### src/rtl/hazard_if.sv
// Bundle of pipeline-facing signals for hazard_ctrl: ID operand info, branch/memory status in,
// stage enables, flush/bubble, forwarding selects and perf counters out.
`timescale 1ns/1ps
interface hazard_if #(
  parameter int unsigned PERF_W = 16
);
  logic              id_valid_inst;
  logic [4:0]        id_rs1_idx;
  logic              id_rs1_used;
  logic [4:0]        id_rs2_idx;
  logic              id_rs2_used;
  logic [4:0]        id_dest_reg_idx;
  logic              id_reg_wr;
  logic              id_rd_mem;
  logic              ex_take_branch;
  logic              mem_busy;

  logic              pc_enable;
  logic              if_id_enable;
  logic              if_id_flush;
  logic              id_ex_enable;
  logic              id_ex_bubble;
  logic              ex_mem_enable;
  logic              mem_wb_enable;
  logic [1:0]        fwd_a_sel;
  logic [1:0]        fwd_b_sel;
  logic [1:0]        ctrl_state;
  logic [PERF_W-1:0] perf_stall_cnt;
  logic [PERF_W-1:0] perf_flush_cnt;

  // Pipeline side
  modport master (
    output id_valid_inst, id_rs1_idx, id_rs1_used, id_rs2_idx, id_rs2_used,
           id_dest_reg_idx, id_reg_wr, id_rd_mem, ex_take_branch, mem_busy,
    input  pc_enable, if_id_enable, if_id_flush, id_ex_enable, id_ex_bubble,
           ex_mem_enable, mem_wb_enable, fwd_a_sel, fwd_b_sel, ctrl_state,
           perf_stall_cnt, perf_flush_cnt
  );

  // Hazard controller side
  modport slave (
    input  id_valid_inst, id_rs1_idx, id_rs1_used, id_rs2_idx, id_rs2_used,
           id_dest_reg_idx, id_reg_wr, id_rd_mem, ex_take_branch, mem_busy,
    output pc_enable, if_id_enable, if_id_flush, id_ex_enable, id_ex_bubble,
           ex_mem_enable, mem_wb_enable, fwd_a_sel, fwd_b_sel, ctrl_state,
           perf_stall_cnt, perf_flush_cnt
  );
endinterface

### src/rtl/hazard_ctrl.sv
// 5-stage pipeline hazard controller: scoreboard-based RAW stalls, branch flush, memory freeze.
// Optional macro FORWARDING_EN enables EX-operand bypass selects and load-use-only stalls.
`timescale 1ns/1ps
module hazard_ctrl #(
  parameter int unsigned PERF_W = 16
) (
  input logic     clk,
  input logic     rst,
  hazard_if.slave hz
);

  typedef enum logic [1:0] {
    StRun    = 2'd0,
    StStall  = 2'd1,
    StFlush  = 2'd2,
    StFreeze = 2'd3
  } ctrl_e;

  typedef struct packed {
    logic       valid;
    logic [4:0] dest;
    logic       is_load;
    logic [4:0] rs1;
    logic [4:0] rs2;
  } slot_t;

  slot_t             ex_q, mem_q, wb_q, ex_d;
  ctrl_e             state_q, state_d;
  logic [PERF_W-1:0] stall_cnt_q, stall_cnt_d;
  logic [PERF_W-1:0] flush_cnt_q, flush_cnt_d;

  logic hit_rs1, hit_rs2, raw;
  logic pc_en, if_id_en, if_id_fl, id_ex_en, id_ex_bub, ex_mem_en, mem_wb_en;
  logic [1:0] fwd_a, fwd_b;

  function automatic logic slot_hit(slot_t s, logic [4:0] r);
    return s.valid && (s.dest == r);
  endfunction

`ifdef FORWARDING_EN
  function automatic logic [1:0] fwd_pick(slot_t m, slot_t w, logic [4:0] r);
    if (slot_hit(m, r)) begin
      return 2'b01;
    end else if (slot_hit(w, r)) begin
      return 2'b10;
    end
    return 2'b00;
  endfunction

  // Only a load still in EX cannot be bypassed in time.
  assign hit_rs1 = slot_hit(ex_q, hz.id_rs1_idx) && ex_q.is_load;
  assign hit_rs2 = slot_hit(ex_q, hz.id_rs2_idx) && ex_q.is_load;
  // Unused source fields were stored as x0, which never matches a valid writer.
  assign fwd_a   = fwd_pick(mem_q, wb_q, ex_q.rs1);
  assign fwd_b   = fwd_pick(mem_q, wb_q, ex_q.rs2);
`else
  assign hit_rs1 = slot_hit(ex_q, hz.id_rs1_idx) || slot_hit(mem_q, hz.id_rs1_idx) ||
                   slot_hit(wb_q, hz.id_rs1_idx);
  assign hit_rs2 = slot_hit(ex_q, hz.id_rs2_idx) || slot_hit(mem_q, hz.id_rs2_idx) ||
                   slot_hit(wb_q, hz.id_rs2_idx);
  assign fwd_a   = 2'b00;
  assign fwd_b   = 2'b00;

  logic unused_ex_fields;
  assign unused_ex_fields = ^{ex_q.is_load, ex_q.rs1, ex_q.rs2};
`endif

  logic unused_fields;
  assign unused_fields = ^{mem_q.is_load, mem_q.rs1, mem_q.rs2, wb_q.is_load, wb_q.rs1, wb_q.rs2};

  assign raw = (hz.id_rs1_used && (hz.id_rs1_idx != 5'd0) && hit_rs1) ||
               (hz.id_rs2_used && (hz.id_rs2_idx != 5'd0) && hit_rs2);

  always_comb begin
    state_d     = StRun;
    pc_en       = 1'b1;
    if_id_en    = 1'b1;
    if_id_fl    = 1'b0;
    id_ex_en    = 1'b1;
    id_ex_bub   = 1'b0;
    ex_mem_en   = 1'b1;
    mem_wb_en   = 1'b1;
    stall_cnt_d = stall_cnt_q;
    flush_cnt_d = flush_cnt_q;

    if (hz.mem_busy) begin
      state_d   = StFreeze;
      pc_en     = 1'b0;
      if_id_en  = 1'b0;
      id_ex_en  = 1'b0;
      ex_mem_en = 1'b0;
      mem_wb_en = 1'b0;
    end else if (hz.ex_take_branch) begin
      // ID holds wrong-path work, so any RAW it shows is irrelevant.
      state_d     = StFlush;
      if_id_fl    = 1'b1;
      id_ex_bub   = 1'b1;
      flush_cnt_d = (&flush_cnt_q) ? flush_cnt_q : flush_cnt_q + PERF_W'(1);
    end else if (raw && hz.id_valid_inst) begin
      state_d     = StStall;
      pc_en       = 1'b0;
      if_id_en    = 1'b0;
      id_ex_bub   = 1'b1;
      stall_cnt_d = (&stall_cnt_q) ? stall_cnt_q : stall_cnt_q + PERF_W'(1);
    end
  end

  always_comb begin
    ex_d = '0;
    if (!id_ex_bub && hz.id_valid_inst) begin
      ex_d.valid   = hz.id_reg_wr && (hz.id_dest_reg_idx != 5'd0);
      ex_d.dest    = hz.id_dest_reg_idx;
      ex_d.is_load = hz.id_rd_mem;
      ex_d.rs1     = hz.id_rs1_used ? hz.id_rs1_idx : 5'd0;
      ex_d.rs2     = hz.id_rs2_used ? hz.id_rs2_idx : 5'd0;
    end
  end

  always_ff @(posedge clk) begin
    if (rst) begin
      ex_q        <= '0;
      mem_q       <= '0;
      wb_q        <= '0;
      state_q     <= StRun;
      stall_cnt_q <= '0;
      flush_cnt_q <= '0;
    end else begin
      state_q     <= state_d;
      stall_cnt_q <= stall_cnt_d;
      flush_cnt_q <= flush_cnt_d;
      if (state_d != StFreeze) begin
        ex_q  <= ex_d;
        mem_q <= ex_q;
        wb_q  <= mem_q;
      end
    end
  end

  assign hz.pc_enable      = pc_en;
  assign hz.if_id_enable   = if_id_en;
  assign hz.if_id_flush    = if_id_fl;
  assign hz.id_ex_enable   = id_ex_en;
  assign hz.id_ex_bubble   = id_ex_bub;
  assign hz.ex_mem_enable  = ex_mem_en;
  assign hz.mem_wb_enable  = mem_wb_en;
  assign hz.fwd_a_sel      = fwd_a;
  assign hz.fwd_b_sel      = fwd_b;
  assign hz.ctrl_state     = state_q;
  assign hz.perf_stall_cnt = stall_cnt_q;
  assign hz.perf_flush_cnt = flush_cnt_q;

endmodule

### src/flat_wrapper.sv
// flat-port wrapper written by rule: the top's interface ports become plain ports
module hazard_ctrl_flat 
#(
  parameter int unsigned PERF_W = 16
)
  (clk, rst, hz_id_valid_inst, hz_id_rs1_idx, hz_id_rs1_used, hz_id_rs2_idx, hz_id_rs2_used, hz_id_dest_reg_idx, hz_id_reg_wr, hz_id_rd_mem, hz_ex_take_branch, hz_mem_busy, hz_pc_enable, hz_if_id_enable, hz_if_id_flush, hz_id_ex_enable, hz_id_ex_bubble, hz_ex_mem_enable, hz_mem_wb_enable, hz_fwd_a_sel, hz_fwd_b_sel, hz_ctrl_state, hz_perf_stall_cnt, hz_perf_flush_cnt);
  hazard_if #(.PERF_W(PERF_W)) hz_i ();
  input logic clk;
  input logic rst;
  input wire logic [$bits(hz_i.id_valid_inst)-1:0] hz_id_valid_inst;
  input wire logic [$bits(hz_i.id_rs1_idx)-1:0] hz_id_rs1_idx;
  input wire logic [$bits(hz_i.id_rs1_used)-1:0] hz_id_rs1_used;
  input wire logic [$bits(hz_i.id_rs2_idx)-1:0] hz_id_rs2_idx;
  input wire logic [$bits(hz_i.id_rs2_used)-1:0] hz_id_rs2_used;
  input wire logic [$bits(hz_i.id_dest_reg_idx)-1:0] hz_id_dest_reg_idx;
  input wire logic [$bits(hz_i.id_reg_wr)-1:0] hz_id_reg_wr;
  input wire logic [$bits(hz_i.id_rd_mem)-1:0] hz_id_rd_mem;
  input wire logic [$bits(hz_i.ex_take_branch)-1:0] hz_ex_take_branch;
  input wire logic [$bits(hz_i.mem_busy)-1:0] hz_mem_busy;
  output wire logic [$bits(hz_i.pc_enable)-1:0] hz_pc_enable;
  output wire logic [$bits(hz_i.if_id_enable)-1:0] hz_if_id_enable;
  output wire logic [$bits(hz_i.if_id_flush)-1:0] hz_if_id_flush;
  output wire logic [$bits(hz_i.id_ex_enable)-1:0] hz_id_ex_enable;
  output wire logic [$bits(hz_i.id_ex_bubble)-1:0] hz_id_ex_bubble;
  output wire logic [$bits(hz_i.ex_mem_enable)-1:0] hz_ex_mem_enable;
  output wire logic [$bits(hz_i.mem_wb_enable)-1:0] hz_mem_wb_enable;
  output wire logic [$bits(hz_i.fwd_a_sel)-1:0] hz_fwd_a_sel;
  output wire logic [$bits(hz_i.fwd_b_sel)-1:0] hz_fwd_b_sel;
  output wire logic [$bits(hz_i.ctrl_state)-1:0] hz_ctrl_state;
  output wire logic [$bits(hz_i.perf_stall_cnt)-1:0] hz_perf_stall_cnt;
  output wire logic [$bits(hz_i.perf_flush_cnt)-1:0] hz_perf_flush_cnt;
  assign hz_i.id_valid_inst = hz_id_valid_inst;
  assign hz_i.id_rs1_idx = hz_id_rs1_idx;
  assign hz_i.id_rs1_used = hz_id_rs1_used;
  assign hz_i.id_rs2_idx = hz_id_rs2_idx;
  assign hz_i.id_rs2_used = hz_id_rs2_used;
  assign hz_i.id_dest_reg_idx = hz_id_dest_reg_idx;
  assign hz_i.id_reg_wr = hz_id_reg_wr;
  assign hz_i.id_rd_mem = hz_id_rd_mem;
  assign hz_i.ex_take_branch = hz_ex_take_branch;
  assign hz_i.mem_busy = hz_mem_busy;
  assign hz_pc_enable = hz_i.pc_enable;
  assign hz_if_id_enable = hz_i.if_id_enable;
  assign hz_if_id_flush = hz_i.if_id_flush;
  assign hz_id_ex_enable = hz_i.id_ex_enable;
  assign hz_id_ex_bubble = hz_i.id_ex_bubble;
  assign hz_ex_mem_enable = hz_i.ex_mem_enable;
  assign hz_mem_wb_enable = hz_i.mem_wb_enable;
  assign hz_fwd_a_sel = hz_i.fwd_a_sel;
  assign hz_fwd_b_sel = hz_i.fwd_b_sel;
  assign hz_ctrl_state = hz_i.ctrl_state;
  assign hz_perf_stall_cnt = hz_i.perf_stall_cnt;
  assign hz_perf_flush_cnt = hz_i.perf_flush_cnt;
  hazard_ctrl #(.PERF_W(PERF_W)) u_core (.clk(clk), .rst(rst), .hz(hz_i));
endmodule
### config.mk
export PLATFORM = sky130hd
export DESIGN_NAME = hazard_ctrl_flat
export DESIGN_NICKNAME = d
export VERILOG_FILES = /design/src/rtl/hazard_if.sv /design/src/rtl/hazard_ctrl.sv /design/src/flat_wrapper.sv
export SDC_FILE = /design/constraint.sdc
export NUM_CORES = 1
export LEC_CHECK = 0
export CAP_MARGIN = 20
export CORE_ASPECT_RATIO = 0.75
export CORE_UTILIZATION = 47
export DETAILED_ROUTE_END_ITERATION = 7
export PLACE_DENSITY_LB_ADDON = 0.12
export SLEW_MARGIN = 20
export SYNTH_ARGS = -nofsm -noshare
export SYNTH_HDL_FRONTEND = slang
export SYNTH_SLANG_ARGS = --single-unit
### constraint.sdc
create_clock -name clk -period 4.65 [get_ports clk]
set_input_delay 0.93 -clock clk [delete_from_list [all_inputs] [get_ports clk]]
set_output_delay 0.93 -clock clk [all_outputs]
set_load 0.01 [all_outputs]
==> results of run 1 <==
[final cells by class]
type / instances / area [sq um]
Sequential cell: 52 / 1040
Multi-Input combinational cell: 239 / 1570
Timing Repair Buffer: 65 / 641
Clock buffer: 5 / 68.8
Inverter: 5 / 18.8
Clock inverter: 3 / 21.3
Fill cell: 473 / 2020
Tap cell: 75 / 93.8
[cell usage after synthesis (all sizes together)]
library cell | instances | share of area (%)
a21boi | 1 | 0.27
a41oi | 1 | 0.59
nand2b | 1 | 0.23
nor2 | 48 | 6.7
o21a | 2 | 0.55
and3 | 13 | 3.2
nand4 | 9 | 2.1
ha | 2 | 0.91
nor4b | 1 | 0.32
o31ai | 3 | 0.82
inv | 5 | 0.69
conb | 1 | 0.14
a32o | 1 | 0.37
mux2i | 13 | 4.8
or2 | 1 | 0.23
a21bo | 1 | 0.37
or2b | 1 | 0.27
mux2 | 8 | 3.3
a22o | 5 | 1.6
or3b | 1 | 0.32
a31o | 2 | 0.64
xnor2 | 14 | 4.5
or3 | 7 | 1.6
and2 | 1 | 0.23
nor4 | 6 | 1.4
nand3b | 1 | 0.27
nor3 | 8 | 1.6
xor2 | 28 | 9.0
buf | 16 | 3.9
a21oi | 13 | 2.4
or4 | 2 | 0.55
o311ai | 2 | 0.64
dfxtp | 52 | 38
o21ai | 7 | 1.3
clkbuf | 4 | 0.55
nor2b | 8 | 1.8
nand3 | 11 | 2.0
and4 | 1 | 0.32
nand2 | 12 | 1.6
[per-layer routing]
metal	part of all wire (%)	global-route usage, %	vias to the layer above
met5	0	0	-
met4	0.89	5.65	0
li1	-	-	1187
met3	5.0	4.22	7
met2	43	34.2	62
met1	51	28.5	1156
[cells by family (layout without fill, tap and decap cells)]
family,after synthesis,in the layout,share of synthesized area [%]
adders and majority gates,2,2,0.915
muxes,21,21,8.05
xor gates and xnor gates,42,42,13.4
buffers and inverters,25,78,5.12
other,1,4,0.137
and+or+nand+nor,132,132,24.7
AOI/OAI and AO/OA,38,38,9.52
DFF,52,52,38.1
[power breakdown]
group | switching (mW) | internal, mW | total (mW) | leakage (nW)
clock | 0.156 | 0.107 | 0.263 | 0.0445
sequential | 0.00486 | 0.449 | 0.454 | 0.420
combinational | 0.0409 | 0.0422 | 0.0831 | 0.896
total | 0.201 | 0.599 | 0.800 | 1.36
[state kept, by name (all words and copies together), names as in the netlist]
register	count
u_core.hz.ctrl_state	2
u_core.hz.perf_flush_cnt	16
u_core.hz.perf_stall_cnt	16
u_core.wb_q	6
u_core.ex_q	6
u_core.mem_q	6
[critical path, cell delays in order]
cell and delay, ps:
clkdlybuf4s50_1 520, or4_1 550, o21a_1 210, o31ai_1 90
a21boi_1 180, a21oi_1 300, clkdlybuf4s50_1 600
[metrics by stage]
stage / util [%] / area [sq um]
after floorplan: - / 2750
after global placement: 61.4 / 3360
after detailed placement: 61.4 / 3360
after CTS: 63.1 / 3450
after global routing: 63.1 / 3450
final: 63.1 / 3450
[path summary, 6_finish.rpt]
kind / from / to
min: u_core.hz.perf_flush_cnt[9]$_SDFFE_PP0P_ / u_core.hz.perf_flush_cnt[9]$_SDFFE_PP0P_
min reg2reg: u_core.hz.perf_flush_cnt[9]$_SDFFE_PP0P_ / u_core.hz.perf_flush_cnt[9]$_SDFFE_PP0P_
max reg2reg: u_core.hz.perf_stall_cnt[6]$_SDFFE_PP0P_ / u_core.hz.perf_stall_cnt[7]$_SDFFE_PP0P_
max: hz_id_rs1_idx[1] / hz_pc_enable
==> reports/results.ini, run 1 <==
[outcome]
status = complete, no violations

[logic_synthesis]
ys_seq_elements = 52
synth_warnings = 0
ys_seq_area_share_pct = 38.1
synth_area_sq_um = 2740
syn_inst = 313
ys_types = 46
synth_area_per_cell_sq_um = 8.74

[cts]
cts.sinks = 52
cts_buffers = 5
post_cts_buffers = 0
clk_root_buffer_cell = clkbuf_8
ctsHoldBuffers = 0
cts_buffer_depth = 2
cts_tree = yes
cts_htree_levels = 2
clock_latency_ps = 310
clk_pin_slew_ps = 100
post_cts_resized = 0

[placed_design]
dpl.hpwl_um = 4490
dp.cells = 436
portBuffers = 63
pre_cts_ws_ps = 345
place_congestion = 0.847

[layout]
drive_gt1_share_pct = 6.50
final_common_cell = clkdlybuf4s50_1
final_nets = 394
antenna_cells = 0
final_cells = 444
most-common-layout-cells = 62 x clkdlybuf4s50_1, 52 x dfxtp_1, 47 x nor2_1
syn_to_final_growth_pct = 26.1

[critical_path]
worstPathRequired_ps = 3720
end_kind = output port
worstSetupStartpointType = primary input
setup.worst_path.class = primary input to output port
cp_max_fo = 4
r2r_slack_ps = 2180
r2r_cells = 7
arrival_ps = 3380

[routing]
drt_iter0_markers = 112
wire_per_inst_um = 13.9
wl_um = 6190
drt.antenna.violating_nets = 0
viasPerCell = 5.43
route.detailed.drc = 0
dr_total_vias = 2412
firstDrtPassIters = 4

[sta]
hold_ws_ps = 504
final_max_slew_viol_count = 0
worst_pin_slew_ps = 743
timing.final.ws_setup_ps = 339
finalCritPeriodShare_pct = 92.7
post-route-min-period_ps = 4310
skew_ps = 11.9
slew_headroom_pct = 50.4
fmax_ghz = 0.232
setup_viol = 0
grt_setup_unrepaired = no
tns_ps = 0
hold_violations = 0

[grt]
first_global_vias = 2125
grt_first_pass_wirelength_um = 10200
grt_antenna_before_repair = 0
grt_max_degree = 45
grt_usage_pct = 20.9
gr-total-overflow = 0

[die]
die-area_sq_um = 6130
initial_core_util_pct = 50.0
coreArea_sq_um = 5470
num_io_pins = 69
dieWidth_um = 90.1
die_h_um = 68.1
placementRows = 23

[hold_path]
hold_path_class = flip-flop to flip-flop
hold_depth = 2

[job]
maxCapViolations = 0

[power_and_ir_drop]
powerDensity_nw_per_um2 = 232
leakage_nw = 1.36
power_mw = 0.800
ir_drop_v = 0.000114

No activity file was read; power rests on OpenSTA's default activity.
==> inputs of run 2 (changes only) <==
--- a/config.mk
+++ b/config.mk
@@ -6,9 +6,12 @@
 export NUM_CORES = 1
 export LEC_CHECK = 0
 export CAP_MARGIN = 20
+export CELL_PAD_IN_SITES_DETAIL_PLACEMENT = 2
+export CELL_PAD_IN_SITES_GLOBAL_PLACEMENT = 2
 export CORE_ASPECT_RATIO = 0.75
-export CORE_UTILIZATION = 47
+export CORE_UTILIZATION = 31
 export DETAILED_ROUTE_END_ITERATION = 7
+export GPL_ROUTABILITY_DRIVEN = 0
 export PLACE_DENSITY_LB_ADDON = 0.12
 export SLEW_MARGIN = 20
 export SYNTH_ARGS = -nofsm -noshare
==> constraint.sdc (replaced) <==
create_clock -name clk -period 5.1 [get_ports clk]
set_input_delay 1.02 -clock clk [delete_from_list [all_inputs] [get_ports clk]]
set_output_delay 1.02 -clock clk [all_outputs]
set_load 0.01 [all_outputs]
==> run 2 against run 1 <==
Via count up 1.2%. Clock skew down 6.5 ps. Critical path depth is 2 higher. Count of clock-buffer cells in the layout grew 1. Non-clock buffer count is 1 lower. Highest routed layer unchanged.
==> reports/results.ini, run 2 (synthesis gave the netlist of run 1 again) <==
[die]
dieWidth_um = 110  ; +23%
num_io_pins = 69  ; unchanged
die-area_sq_um = 9210  ; +50%
initial_core_util_pct = 32.2  ; -18 points
placementRows = 29  ; +26%
coreArea_sq_um = 8490  ; +55%
die_h_um = 83.3  ; +22%

[outcome]
status = complete, no violations

[cts]
cts_buffers = 5  ; unchanged
cts.sinks = 52  ; unchanged
post_cts_buffers = 0  ; unchanged
cts_htree_levels = 2  ; unchanged
clock_latency_ps = 290  ; -20 ps
ctsHoldBuffers = 0  ; unchanged
clk_pin_slew_ps = 70  ; -30 ps
post_cts_resized = 0  ; unchanged
cts_buffer_depth = 2  ; unchanged
cts_tree = yes
clk_root_buffer_cell = clkbuf_16

[grt]
first_global_vias = 2475  ; +16%
grt_max_degree = 60  ; +33%
grt_antenna_before_repair = 0  ; unchanged
grt_usage_pct = 17.6  ; -3.3 points
grt_first_pass_wirelength_um = 12900  ; +27%
gr-total-overflow = 0  ; unchanged

[routing]
drt_iter0_markers = 71  ; -37%
dr_total_vias = 2441  ; +1.2%
wire_per_inst_um = 17.0  ; +22%
wl_um = 8110  ; +31%
viasPerCell = 5.13  ; -5.6%
firstDrtPassIters = 4  ; unchanged
drt.antenna.violating_nets = 0  ; unchanged
route.detailed.drc = 0  ; unchanged

[critical_path]
cp_max_fo = 4  ; unchanged
arrival_ps = 3550  ; +170 ps
crit_slowest_cell = clkdlybuf4s50_1
end_kind = output port
worstPathRequired_ps = 4080  ; +360 ps
setup.worst_path.class = primary input to output port
worstSetupStartpointType = primary input
path_cells = clkdlybuf4s50_1, xor2_1, nor4_1, and3_1, o31ai_1, a21boi_1, nor2_1, nor2_1, clkdlybuf4s50_1
slowest_delay_ps = 590  ; about the same

[layout]
final_cells = 476  ; +7.2%
final_nets = 393  ; -0.25%
syn_to_final_growth_pct = 30.1
drive_gt1_share_pct = 5.98  ; -0.53 points
most-common-layout-cells = 62 x clkdlybuf4s50_1, 52 x dfxtp_1, 47 x nor2_1
design_area_sq_um = 3560  ; +3.1%
antenna_cells = 0  ; unchanged
final_common_cell = clkdlybuf4s50_1
finish.utilization_pct = 41.9  ; -21 points

[placed_design]
portBuffers = 63  ; unchanged
dpl-instance-area_sq_um = 3390  ; +1.0%
dp.cells = 468  ; +7.3%
dpl.hpwl_um = 5950  ; +33%

[sta]
finalCritPeriodShare_pct = 89.5
grt_setup_unrepaired = no
post-route-min-period_ps = 4570
setup_viol = 0  ; unchanged
slew_headroom_pct = 29.2  ; -21 points
fmax_ghz = 0.219
hold_violations = 0  ; unchanged
tns_ps = 0  ; unchanged
worst_pin_slew_ps = 1060  ; +319 ps
skew_ps = 5.39  ; -6.48 ps
final_max_slew_viol_count = 0  ; unchanged

[job]
maxCapViolations = 0  ; unchanged

[hold_path]
hold_path_class = flip-flop to flip-flop

[power_and_ir_drop]
ir_drop_v = 0.000136  ; +19%
leakage_nw = 1.39  ; +2.3%
powerDensity_nw_per_um2 = 246  ; +6.1%

[run 2: cell types whose count changed in the layout (fill, tap and decap cells not counted), sizes merged]
cell	before	now
clkinvlp	1	0
inv	6	5
clkbuf	5	6
bufinv	0	1
buf	3	2
[run 2: cell type report]
type	instances	area (sq um)
fillers	940	4930
multi-input cells	239	1570
flip-flops and latches	52	1040
repair buffers	64	633
well taps	108	135
clock buffers	6	129
clock inverters	2	35.0
inverters	5	18.8
[run 2: per-layer routing]
layer  vias to the layer above  GRT usage [%]  wire length (um)
met5                         -              0                 0
met4                         0           3.64                42
met3                         4           4.01               286
met2                        41           27.7              3670
met1                      1212           24.7              4110
li1                       1184              -                 -
[run 2: power breakdown]
part | internal [mW] | total [mW] | switching [mW]
registers | 0.410 | 0.415 | 0.00516
logic | 0.0381 | 0.0774 | 0.0393
clock network | 0.231 | 0.383 | 0.152
total | 0.679 | 0.875 | 0.196
[run 2: path summary, 6_finish.rpt]
kind / from / to / slack (ps) / cells past startpoint
hold reg to reg: u_core.hz.perf_flush_cnt[9]$_SDFFE_PP0P_ / u_core.hz.perf_flush_cnt[9]$_SDFFE_PP0P_ / 500 / 2
setup reg to reg: u_core.hz.perf_stall_cnt[6]$_SDFFE_PP0P_ / u_core.hz.perf_stall_cnt[7]$_SDFFE_PP0P_ / 2580 / 7
hold / removal: u_core.hz.perf_flush_cnt[9]$_SDFFE_PP0P_ / u_core.hz.perf_flush_cnt[9]$_SDFFE_PP0P_ / 500 / 2
setup / recovery: hz_id_rs1_idx[2] / hz_id_ex_bubble / 530 / 9
[run 2: per-stage QoR]
step	setup slack [ps]	total power, mW	hold WS (ps)
floorplan	1680	0.463	469
finish	533	0.875	505
CTS	474	0.891	509
detailed placement	508	0.502	498
global placement	592	0.500	485
global route	343	0.913	544
[run 2: critical path, delay by kind of cell]
kind,cells,cell delay [ps]
XOR/XNOR,1,200
buffers and inverters,2,1130
AND/OR/NAND/NOR,4,820
AO/OA/AOI/OAI,2,380
